<file path="src/rtl/elevator_pkg.sv">
// Shared constants for the elevator floor-request logic.
//   FLOOR_W      width of a floor code
//   FLOORS       number of served floors (codes 1..FLOORS, 0 = empty)
//   QDEPTH       number of request-queue slots
//   FLOOR_NONE   code for an empty slot
//   FLOOR_1..4   floor codes
package elevator_pkg;

    localparam int FLOOR_W = 3;
    localparam int FLOORS  = 4;
    localparam int QDEPTH  = 4;

    localparam logic [FLOOR_W-1:0] FLOOR_NONE = 3'd0;
    localparam logic [FLOOR_W-1:0] FLOOR_1    = 3'd1;
    localparam logic [FLOOR_W-1:0] FLOOR_2    = 3'd2;
    localparam logic [FLOOR_W-1:0] FLOOR_3    = 3'd3;
    localparam logic [FLOOR_W-1:0] FLOOR_4    = 3'd4;

endpackage

</file>
<file path="src/rtl/floor_prio_encoder.sv">
// Lowest-index priority encoder for pending floor requests.
// Ports:
//   pending     in   pending request vector, bit i = floor i+1
//   floor_code  out  floor code of the lowest set bit, FLOOR_NONE if none
//   valid       out  at least one bit of pending is set
module floor_prio_encoder (
    input  logic [elevator_pkg::FLOORS-1:0]  pending,
    output logic [elevator_pkg::FLOOR_W-1:0] floor_code,
    output logic                             valid
);
    import elevator_pkg::*;

    always_comb begin
        floor_code = FLOOR_NONE;
        valid      = 1'b1;
        if (pending[0])      floor_code = FLOOR_1;
        else if (pending[1]) floor_code = FLOOR_2;
        else if (pending[2]) floor_code = FLOOR_3;
        else if (pending[3]) floor_code = FLOOR_4;
        else                 valid      = 1'b0;
    end

endmodule

</file>
<file path="src/rtl/floor_request_queue.sv">
// Elevator floor-request FIFO with deduplication.
// Call pulses are latched into a pending vector; one pending request (lowest
// floor first) is serviced per cycle and either appended to the queue or
// discarded (duplicate / current floor / queue full). pop retires the head.
// Ports:
//   clock          system clock, rising edge
//   reset          synchronous active-low reset
//   call_pulse     one-cycle call pulses, bit i = floor i+1
//   current_floor  floor the car is at (values outside 1..4 match nothing)
//   pop            retire the head entry
//   head_floor     slot 0 code, 0 when empty
//   queue_packed   slot k at bits [3k+2:3k]
//   count          number of valid entries
//   empty, full    count==0, count==DEPTH
//   dropped        sticky: a request was discarded because the queue was full
module floor_request_queue #(
    parameter int DEPTH  = 4,
    parameter int FLOORS = 4
) (
    input  logic                                   clock,
    input  logic                                   reset,
    input  logic [FLOORS-1:0]                      call_pulse,
    input  logic [elevator_pkg::FLOOR_W-1:0]       current_floor,
    input  logic                                   pop,
    output logic [elevator_pkg::FLOOR_W-1:0]       head_floor,
    output logic [DEPTH*elevator_pkg::FLOOR_W-1:0] queue_packed,
    output logic [2:0]                             count,
    output logic                                   empty,
    output logic                                   full,
    output logic                                   dropped
);
    import elevator_pkg::*;

    localparam logic [2:0] DEPTH_C = 3'(DEPTH);

    logic [FLOOR_W-1:0] slot      [DEPTH];
    logic [FLOOR_W-1:0] slot_next [DEPTH];
    logic [FLOOR_W-1:0] shifted   [DEPTH];
    logic [FLOORS-1:0]  pending, pending_next, clear_mask;
    logic [2:0]         count_r, count_next, post_count;
    logic               empty_r, full_r, dropped_r, dropped_next;
    logic [FLOOR_W-1:0] svc_floor;
    logic               svc_valid, pop_ok, dup, accept, drop;

    floor_prio_encoder u_enc (
        .pending    (pending),
        .floor_code (svc_floor),
        .valid      (svc_valid)
    );

    always_comb begin
        pop_ok = pop && (count_r != 3'd0);

        // Pop is applied first so dedup and placement see the post-pop queue.
        for (int k = 0; k < DEPTH - 1; k++) begin
            shifted[k] = pop_ok ? slot[k+1] : slot[k];
        end
        shifted[DEPTH-1] = pop_ok ? FLOOR_NONE : slot[DEPTH-1];
        post_count = count_r - {2'b00, pop_ok};

        // An out-of-range current_floor can never equal a serviced code (1..4).
        dup = (svc_floor == current_floor);
        for (int k = 0; k < DEPTH; k++) begin
            if ((3'(k) < post_count) && (shifted[k] == svc_floor)) dup = 1'b1;
        end

        accept = svc_valid && !dup && (post_count != DEPTH_C);
        drop   = svc_valid && !dup && (post_count == DEPTH_C);

        for (int k = 0; k < DEPTH; k++) begin
            slot_next[k] = shifted[k];
        end
        if (accept) slot_next[post_count[1:0]] = svc_floor;
        count_next = post_count + {2'b00, accept};

        // The serviced bit retires whether accepted or discarded; a fresh
        // pulse on the same edge re-arms it.
        clear_mask = '0;
        for (int i = 0; i < FLOORS; i++) begin
            if (svc_valid && (svc_floor == FLOOR_W'(i + 1))) clear_mask[i] = 1'b1;
        end
        pending_next = (pending & ~clear_mask) | call_pulse;

        dropped_next = pop_ok ? 1'b0 : (dropped_r | drop);
    end

    always_ff @(posedge clock) begin
        if (!reset) begin
            for (int k = 0; k < DEPTH; k++) slot[k] <= FLOOR_NONE;
            pending   <= '0;
            count_r   <= 3'd0;
            empty_r   <= 1'b1;
            full_r    <= 1'b0;
            dropped_r <= 1'b0;
        end else begin
            for (int k = 0; k < DEPTH; k++) slot[k] <= slot_next[k];
            pending   <= pending_next;
            count_r   <= count_next;
            empty_r   <= (count_next == 3'd0);
            full_r    <= (count_next == DEPTH_C);
            dropped_r <= dropped_next;
        end
    end

    always_comb begin
        queue_packed = '0;
        for (int k = 0; k < DEPTH; k++) begin
            queue_packed[FLOOR_W*k +: FLOOR_W] = slot[k];
        end
    end

    assign head_floor = slot[0];
    assign count      = count_r;
    assign empty      = empty_r;
    assign full       = full_r;
    assign dropped    = dropped_r;

endmodule

</file>
<file path="config.mk">
export PLATFORM = sky130hd
export DESIGN_NAME = floor_request_queue
export DESIGN_NICKNAME = d
export VERILOG_FILES = /design/src/rtl/elevator_pkg.sv /design/src/rtl/floor_prio_encoder.sv /design/src/rtl/floor_request_queue.sv
export SDC_FILE = /design/constraint.sdc
export NUM_CORES = 1
export LEC_CHECK = 0
export CORE_ASPECT_RATIO = 0.7
export CORE_MARGIN = 8
export CORE_UTILIZATION = 50
export DETAILED_ROUTE_END_ITERATION = 7
export PLACE_DENSITY = 0.77
export SLEW_MARGIN = 40
export SYNTH_ARGS = -nofsm -noshare
export SYNTH_HDL_FRONTEND = slang
export SYNTH_HIERARCHICAL = 1
export SYNTH_SLANG_ARGS = --single-unit
</file>
<file path="constraint.sdc">
create_clock -name clock -period 3.3 [get_ports clock]
set_clock_uncertainty 0.05 [all_clocks]
set_input_delay 0.66 -clock clock [delete_from_list [all_inputs] [get_ports clock]]
set_output_delay 0.66 -clock clock [all_outputs]
set_load 0.05 [all_outputs]
</file>
==> metrics.txt, run 1 <==
Logic pwr share=approximately 68%; VDD IR max=roughly 0.45 mV; Worst Path Max Fanout=12; Max Cap Viol=0; M2 GR Usage=a little over a quarter; CTS buffer count=3; Synth cell types=47; DIE AREA=around 5200 um2; Internal=approximately 1.1 mW; Avg WL per Cell=between 15 and 20 um; share of total power in the clock network=approximately an eighth; placed cell areas=1950 um2; register share of total power=~20%; H-tree depth=1; post-synthesis sequential area ratio=28.1%; CTS tree=built; WL final=approximately 4500 um; Sw Share=about 48%; Async S/R FF share, synth=0%; CTS Sinks=22; root buffer cell=clkbuf_8; worst slew pin tran=roughly 670 ps; R2R setup slack=about 220 ps; Crit Path Class=register to register; routed vias/inst=5.87; WP depth=15; critical path's largest stage delay=490 ps; worst skew pair latency=270 ps; post-synthesis cell count=roughly 180; Fin Setup TNS=0 ps; Clock transition at path regs=roughly 80 ps; final setup fails=0; share of layout cells above drive strength 1=21.3%; initial antenna violation count=0; crit-path cells=o31ai_4 -> inv_2 -> ha_1 -> ha_4 -> xor2_2 -> nor2_2 -> a21oi_2 -> a32oi_2 -> nand4_1 -> nor2_2 -> ha_1 -> ha_2 -> xnor2_2 -> and2_1 -> nor3b_2; largest family of logic cells by synthesized area=simple AND/OR/NAND/NOR gates; Slew headroom=roughly 55%; fillers=around 240; DRC errors left=0; Max Clk Rate=between 0.3 and 0.4 GHz; io pins=31; initial drt markers=between 100 and 150; M1 GR Usage=between 20% and 30%; Most Used Layer, Global Route=met2; Top FF cell, synth=dfxtp_1; DP HPWL=3310 um; Mapped Area=1570 um2; post-synthesis simple-gate area fraction=~25%; diode count=0; P_sw=1.04 mW; flops & latches, synth=22; data required time of the worst path=roughly 3400 ps; count of final hold-check violations=0; post-route minimum period=between 3000 and 4000 ps; pin count of the biggest net entering global routing=22; Pins Over Slew Limit=0; Crit. End Element=register; PwrDens=1050 nW/um2; Antenna Nets Post-Route=0; CP arrival=3220 ps; via count=about 1.5k; met3 usage=5.08%; worst r2r dst=full; WP buf/inv=1; fin area=around 2100 um2; Area Growth Syn to Fin=33.0%; post-synthesis mux area share=8.95%; site row count=17; reg2reg path depth=15; Final Core Density=about 68%; yosys warns=6; slowest CP cell=dfxtp_1; CORE AREA=around 3100 um2; RSZ-0062 raised after global routing=false; CTS max path bufs=2; worst hold margin=418 ps; final layout net count=236; LEAKAGE=about 0.87 nW; first-pass GRT wire length=roughly 7400 um; Post-synth EDFFs=0; Startpoint Class=register; filler-free cell count of the finished design=between 200 and 300; Starting Density=about half; synthesized area per cell=8.85 um2; Die Ht=roughly 63 um; IO buf count=30; outcome=complete, no violations; CP delay by family, top=simple AND/OR/NAND/NOR gates; HP Class=register to register; Critical Path End=full; Adder-Cell Fraction of Synth Area=around 3.2%; Die W=82.9 um; syn nets=about 190; DP Cell Count=253; area share of xor/xnor cells in the synthesized design=roughly 6.7%; Final Wtd Congestion=approximately 0.92; vias in the first global route=about 1.5k; global route total overflow=0; DR pass1 iterations=5; crit path from=count[2]; GRT Overall Usage=16.7%; period utilization=between 90% and 100%; worst reg2reg path startpoint=count[2]; Synth Area in Compound Gates=~18%
synth_stat cells, types with 5 or more instances:
library cell	number	share of area, %
buf_6	7	5.0
o21ai_0	5	1.6
xnor2_1	7	3.9
xor2_1	5	2.8
nor2_1	14	3.4
a21oi_1	9	2.9
dfxtp_1	22	28
nand2b_1	7	2.8
inv_1	9	2.2
nand2_1	11	2.6
mux2i_1	14	8.9
nand3_1	11	3.5
cells in the final DEF, fill, tap and decap left out, drive strengths merged, types with 3 or more instances in the layout:
| cell type | instances |
|---|---|
| a21oi | 9 |
| a31oi | 3 |
| and2 | 3 |
| buf | 22 |
| clkbuf | 3 |
| clkdlybuf4s50 | 29 |
| dfxtp | 22 |
| ha | 4 |
| inv | 10 |
| mux2i | 14 |
| nand2 | 11 |
| nand2b | 7 |
| nand3 | 14 |
| nand4 | 3 |
| nor2 | 14 |
| nor4b | 3 |
| o21ai | 6 |
| o311ai | 3 |
| o31ai | 3 |
| or4b | 3 |
| xnor2 | 7 |
| xor2 | 5 |
metrics by stage:
step	setup WS [ps]	total power, mW
floorplan	34.8	1.35
finish	220	2.18
CTS	5.23	2.13
detailed placement	-334	1.79
global route	37.4	2.29
global placement	-55.1	1.75
kinds of logic (layout without fill, tap and decap cells):
group	Yosys count	in the layout
buffers and inverters	22	66
AND/OR/NAND/NOR	66	66
adder cells (fa/ha/maj)	4	4
multiplexers	14	14
AO/OA/AOI/OAI	37	37
XOR/XNOR	12	12
flip-flops	22	22
per-layer routing:
layer / share of wire (%) / wire length (um)
met1: 44 / 1960
met5: 0 / 0
met3: 7.4 / 331
met2: 48 / 2140
met4: 1.6 / 71
flip-flops by register name, indices dropped and copies added (netlist names):
signal	flops
full	1
empty	1
pending	4
count	3
slot	12
dropped	1
power groups by stage:
stage                     Combinational [mW]  Sequential (mW)  Clock, mW
after floorplan                        0.735            0.619          0
after global placement                  1.31            0.439          0
after detailed placement                1.35            0.446          0
after CTS                               1.42            0.442      0.261
after global routing                    1.56            0.459      0.270
final                                   1.48            0.445      0.257
worst register-to-register path: cells and delay by family (launching register included):
kind,cells,cell delay [ps]
flip-flops,1,490
buffers and inverters,1,60
adder cells (fa/ha/maj),4,750
AND/OR/NAND/NOR,5,860
AO/OA/AOI/OAI,3,530
XOR/XNOR,2,290
cell type report:
type	count	area [um2]	share of cell area, %
clock buffer	3	41.3	1.98
clock inverter	1	30.0	1.44
inverter	10	37.5	1.80
multi-input combinational	133	1020	48.9
sequential	22	440	21.1
tap	38	47.5	2.28
timing repair buffer	52	468	22.5
repair_timing:
item                                    4_1_cts  5_1_grt
endpoints found under the setup margin        1        1
hold buffers                                  0        0
resized for setup                             5        4
pin swaps                                     3        5
buffers inserted                              1        1
worst min-delay path by stage:
stage          slack, ps  startpoint          to  cells after the start
4_1_cts              430     dropped     dropped                      2
6_report             420     dropped     dropped                      2
5_1_grt              440     dropped     dropped                      2
3_3_place_gp         400     dropped     dropped                      2
2_1_floorplan        420  pending[3]  pending[3]                      2
3_5_place_dp         410     dropped     dropped                      2
Note: power is estimated with default switching activity, not from simulation.
==> run 2, diff against run 1 <==
--- a/config.mk
+++ b/config.mk
@@ -9,7 +9,7 @@
 export CORE_MARGIN = 8
 export CORE_UTILIZATION = 50
 export DETAILED_ROUTE_END_ITERATION = 7
-export PLACE_DENSITY = 0.77
+export PLACE_DENSITY = 0.88
 export SLEW_MARGIN = 40
 export SYNTH_ARGS = -nofsm -noshare
 export SYNTH_HDL_FRONTEND = slang
==> run 2 against run 1 <==
Effect of this change: design area is 0.60% lower; count of clock-buffer cells in the layout stayed put; via count is 1.5% lower; register-to-register slack better by 80 ps; highest routed layer unchanged; fmax is 2.6% higher.
==> metrics.txt, run 2 (synthesized netlist as in run 1, its figures left out) <==
site row count=17; VDD IR max=0.420 mV; Antenna Nets Post-Route=0; LEAKAGE=between 0.8 and 0.9 nW; CTS tree=built; Die Ht=~63 um; critical path's largest stage delay=about 440 ps; Avg WL per Cell=roughly 16 um; Crit. End Element=register; Largest Register=slot; CORE AREA=between 3000 and 4000 um2; routed vias/inst=roughly 5.8; initial antenna violation count=0; H-tree depth=1; PwrDens=roughly 1000 nW/um2; Final Wtd Congestion=just under 0.9; CP arrival=~3100 ps; pin count of the biggest net entering global routing=22; vias in the first global route=about 1.5k; CTS buffer count=3; worst slew pin tran=about 570 ps; via count=1497; DRC errors left=0; worst skew pair latency=roughly 270 ps; share of layout cells above drive strength 1=roughly a fifth; Area Growth Syn to Fin=32.2%; period utilization=91.0%; Clock transition at path regs=around 90 ps; Starting Density=around half; final setup fails=0; Crit Path Class=register to register; Slew headroom=between 60% and 70%; Fin Setup TNS=0 ps; CTS max path bufs=2; most frequent CP cell=ha_1; first-pass GRT wire length=a little under 7000 um; IO buf count=30; Startpoint Class=register; most common cell after layout, fill and taps aside=clkdlybuf4s50_1; crit-path cells=o31ai_4 -> inv_2 -> ha_1 -> ha_4 -> nand2_1 -> nor2_2 -> a21oi_1 -> a32oi_2 -> nand4_1 -> nor2_1 -> ha_1 -> ha_1 -> xnor2_2 -> and2_1 -> nor3b_2; Max Clk Rate=roughly 0.33 GHz; DP HPWL=between 3000 and 4000 um; count of final hold-check violations=0; outcome=complete, no violations; RSZ-0062 raised after global routing=false; commonest cells after routing, fill and taps aside=clkdlybuf4s50_1, dfxtp_1, buf_4; Worst Path Max Fanout=11; final layout net count=~240; Max Cap Viol=0; placed cell areas=roughly 2000 um2; HP Class=register to register; Die W=about 83 um; diode count=0; GRT Overall Usage=about 15%; Largest register FFs=12; Pins Over Slew Limit=0; CTS Sinks=22; WP buf/inv=1; WL final=roughly 4200 um; post-route minimum period=about 3000 ps; slowest CP cell=dfxtp_1; DR pass1 iterations=5; initial drt markers=119; CP delay by family, top=adder cells; root buffer cell=clkbuf_8; fin area=roughly 2100 um2; global route total overflow=0; data required time of the worst path=around 3400 ps; DIE AREA=about 5200 um2; io pins=31
## run 2: layout make-up
class	count	area, um2
clock buffer	3	41.3
timing repair buffer	51	460
fill	252	992
clock inverter	1	30.0
multi-input combinational	133	1010
sequential	22	440
tap	38	47.5
inverter	10	37.5
## run 2: worst paths after layout
| check | start | end | slack, ps | cells past startpoint |
|---|---|---|---|---|
| hold reg to reg | dropped | dropped | 420 | 2 |
| setup / recovery | count[1] | full | 300 | 15 |
| hold / removal | dropped | dropped | 420 | 2 |
| setup reg to reg | count[1] | full | 300 | 15 |
## run 2: where the power goes
| group | total, mW | leakage [nW] | internal (mW) | switching (mW) |
|---|---|---|---|---|
| registers | 0.441 | 0.180 | 0.338 | 0.102 |
| logic | 1.46 | 0.654 | 0.639 | 0.817 |
| clock network | 0.257 | 0.0357 | 0.162 | 0.0953 |
## run 2: metrics by stage
step | std cells | total power [mW] | utilization [%] | worst slack [ps] | hold WS [ps]
after floorplan | 177 | 1.35 | - | 34.8 | 416
after global placement | 253 | 1.77 | 63.7 | -46.0 | 399
after detailed placement | 253 | 1.80 | 63.7 | -178 | 409
after CTS | 257 | 2.06 | 66.0 | 81.1 | 420
after global routing | 258 | 2.28 | 67.6 | 61.9 | 462
final | 258 | 2.15 | 67.6 | 298 | 417
## run 2: per-layer routing
metal | wire length (um) | up-vias | GRT usage (%)
li1 | - | 726 | -
met1 | 1920 | 714 | 19.0
met4 | 21 | 0 | 5.02
met5 | 0 | - | 0
met3 | 387 | 2 | 5.08
met2 | 1920 | 55 | 23.8
## run 2: worst reg2reg max path, stage by stage, from the launching register on
cell     delay [ps]
dfxtp_1         440
o31ai_4         320
inv_2            60
ha_1            220
ha_4            300
nand2_1          80
nor2_2          130
a21oi_1          60
a32oi_2         220
nand4_1         150
nor2_1          130
ha_1            150
ha_1            190
xnor2_2          90
and2_1          160
nor3b_2         140
## run 2: repair_timing
item | CTS | global route
hold buffers | 0 | 0
gates resized for setup | 0 | 8
setup endpoints to repair | 0 | 2
setup buffers | 0 | 1
==> run 3, diff against run 2 <==
--- a/config.mk
+++ b/config.mk
@@ -9,6 +9,8 @@
 export CORE_MARGIN = 8
 export CORE_UTILIZATION = 50
 export DETAILED_ROUTE_END_ITERATION = 7
+export GPL_ROUTABILITY_DRIVEN = 0
+export MAX_ROUTING_LAYER = met4
 export PLACE_DENSITY = 0.88
 export SLEW_MARGIN = 40
 export SYNTH_ARGS = -nofsm -noshare
==> run 3 against run 2 <==
Effect of this change: non-clock buffer count did not move; register-to-register slack barely moved; total power barely moved; via count rose by 0.27%; setup slack got worse by 3.6 ps; first-iteration DRC count rose by 0.84%; die area did not move; design area did not move; wire length rose by 0.19%; sequential share of layout area did not move; largest cell class unchanged; highest routed layer unchanged.
==> metrics.txt, run 3 (synthesized netlist as in run 1, its figures left out) <==
most common cell after layout, fill and taps aside=clkdlybuf4s50_1; final layout net count=about 240; Starting Density=51.1%; Worst Path Max Fanout=11; Crit Path Class=register to register; DRC errors left=0; initial drt markers=120; share of layout cells above drive strength 1=20.0%; Max Clk Rate=roughly 0.33 GHz; Internal=1.14 mW; LEAKAGE=roughly 0.87 nW; area of the multi-input gates=around 1000 um2; DIE AREA=5210 um2; period utilization=91.1%; initial antenna violation count=0; global route total overflow=0; FF+latch area=~440 um2; final setup fails=0; fillers=252; Area Growth Syn to Fin=32.2%; first-pass GRT wire length=~6800 um; worst hold margin=roughly 420 ps; post-place setup slack=-178 ps; Pins Over Slew Limit=0; CTS buffer count=3; Fin Setup TNS=0 ps; CTS max path bufs=2; worst slew pin tran=around 580 ps; H-tree depth=1; P_sw=1.01 mW; routed vias/inst=roughly 5.8; root buffer cell=clkbuf_8; via count=1501; HP Class=register to register; DP HPWL=3110 um; hold_buf cts=0; Slew headroom=about three fifths; worst skew pair latency=~260 ps; filler-free cell count of the finished design=~260; Max Cap Viol=0; Die Ht=62.8 um; register share of total power=between 20% and 30%; VDD IR max=around 0.42 mV; Clock transition at path regs=approximately 90 ps; PwrDens=around 1000 nW/um2; Antenna Nets Post-Route=0; placed cell areas=between 1500 and 2000 um2; diode count=0; pin count of the biggest net entering global routing=22; io pins=31; commonest cells after routing, fill and taps aside=clkdlybuf4s50_1, dfxtp_1, buf_4; DP Cell Count=253; CORE AREA=between 3000 and 4000 um2; CTS Sinks=22; Startpoint Class=register; fin area=2070 um2; WL final=4260 um; count of final hold-check violations=0; Logic pwr share=between 60% and 70%; DR pass1 iterations=4; post-route minimum period=about 3000 ps; CTS tree=built; outcome=complete, no violations; Sw Share=around 47%; CP arrival=roughly 3100 ps; Total Power=about 2.2 mW; Crit. End Element=register; Avg WL per Cell=about 16 um; final worst slack=295 ps; Die W=82.9 um; RSZ-0062 raised after global routing=false; site row count=17; vias in the first global route=around 1.5k; Largest Register=slot; GRT Overall Usage=between 10% and 20%; data required time of the worst path=about 3400 ps; IO buf count=30; Largest register FFs=12; share of total power in the clock network=a little under an eighth; Final Core Density=67.6%
[run 3: layout make-up]
cell class,instances,share of cell area (%)
repair buffers,51,22.2
multi-input cells,133,48.9
inverters,10,1.81
clock inverters,1,1.45
clock buffers,3,1.99
well taps,38,2.30
flip-flops and latches,22,21.3
[run 3: what timing repair did]
action / CTS / global route
gates resized for setup: 0 / 8
endpoints found under the setup margin: 0 / 2
setup buffers: 0 / 1
[run 3: worst max-delay path, stage by stage (launching register included)]
cell     delay (ps)
dfxtp_1         440
o31ai_4         310
inv_2            60
ha_1            220
ha_4            300
nand2_1          80
nor2_2          130
a21oi_1          60
a32oi_2         220
nand4_1         150
nor2_1          130
ha_1            150
ha_1            190
xnor2_2          90
and2_1          160
nor3b_2         140
[run 3: metal layers]
layer / wire, um / vias to the layer above / global-route usage [%]
li1: - / 728 / -
met1: 2060 / 726 / 19.7
met2: 1930 / 45 / 23.8
met3: 240 / 2 / 3.91
met4: 21 / 0 / 5.02
met5: 0 / - / -
[run 3: final timing paths]
path,endpoint,slack [ps],from,cells past startpoint
worst max-delay path,full,290,count[1],15
worst min-delay path,dropped,420,dropped,2
worst max register to register,full,290,count[1],15
worst min register to register,dropped,420,dropped,2
[run 3: power groups by stage]
stage | clock, mW | combinational [mW] | sequential, mW
floorplan | 0 | 0.735 | 0.619
global placement | 0 | 1.33 | 0.438
detailed placement | 0 | 1.36 | 0.442
CTS | 0.261 | 1.37 | 0.436
global route | 0.272 | 1.55 | 0.453
finish | 0.256 | 1.46 | 0.441
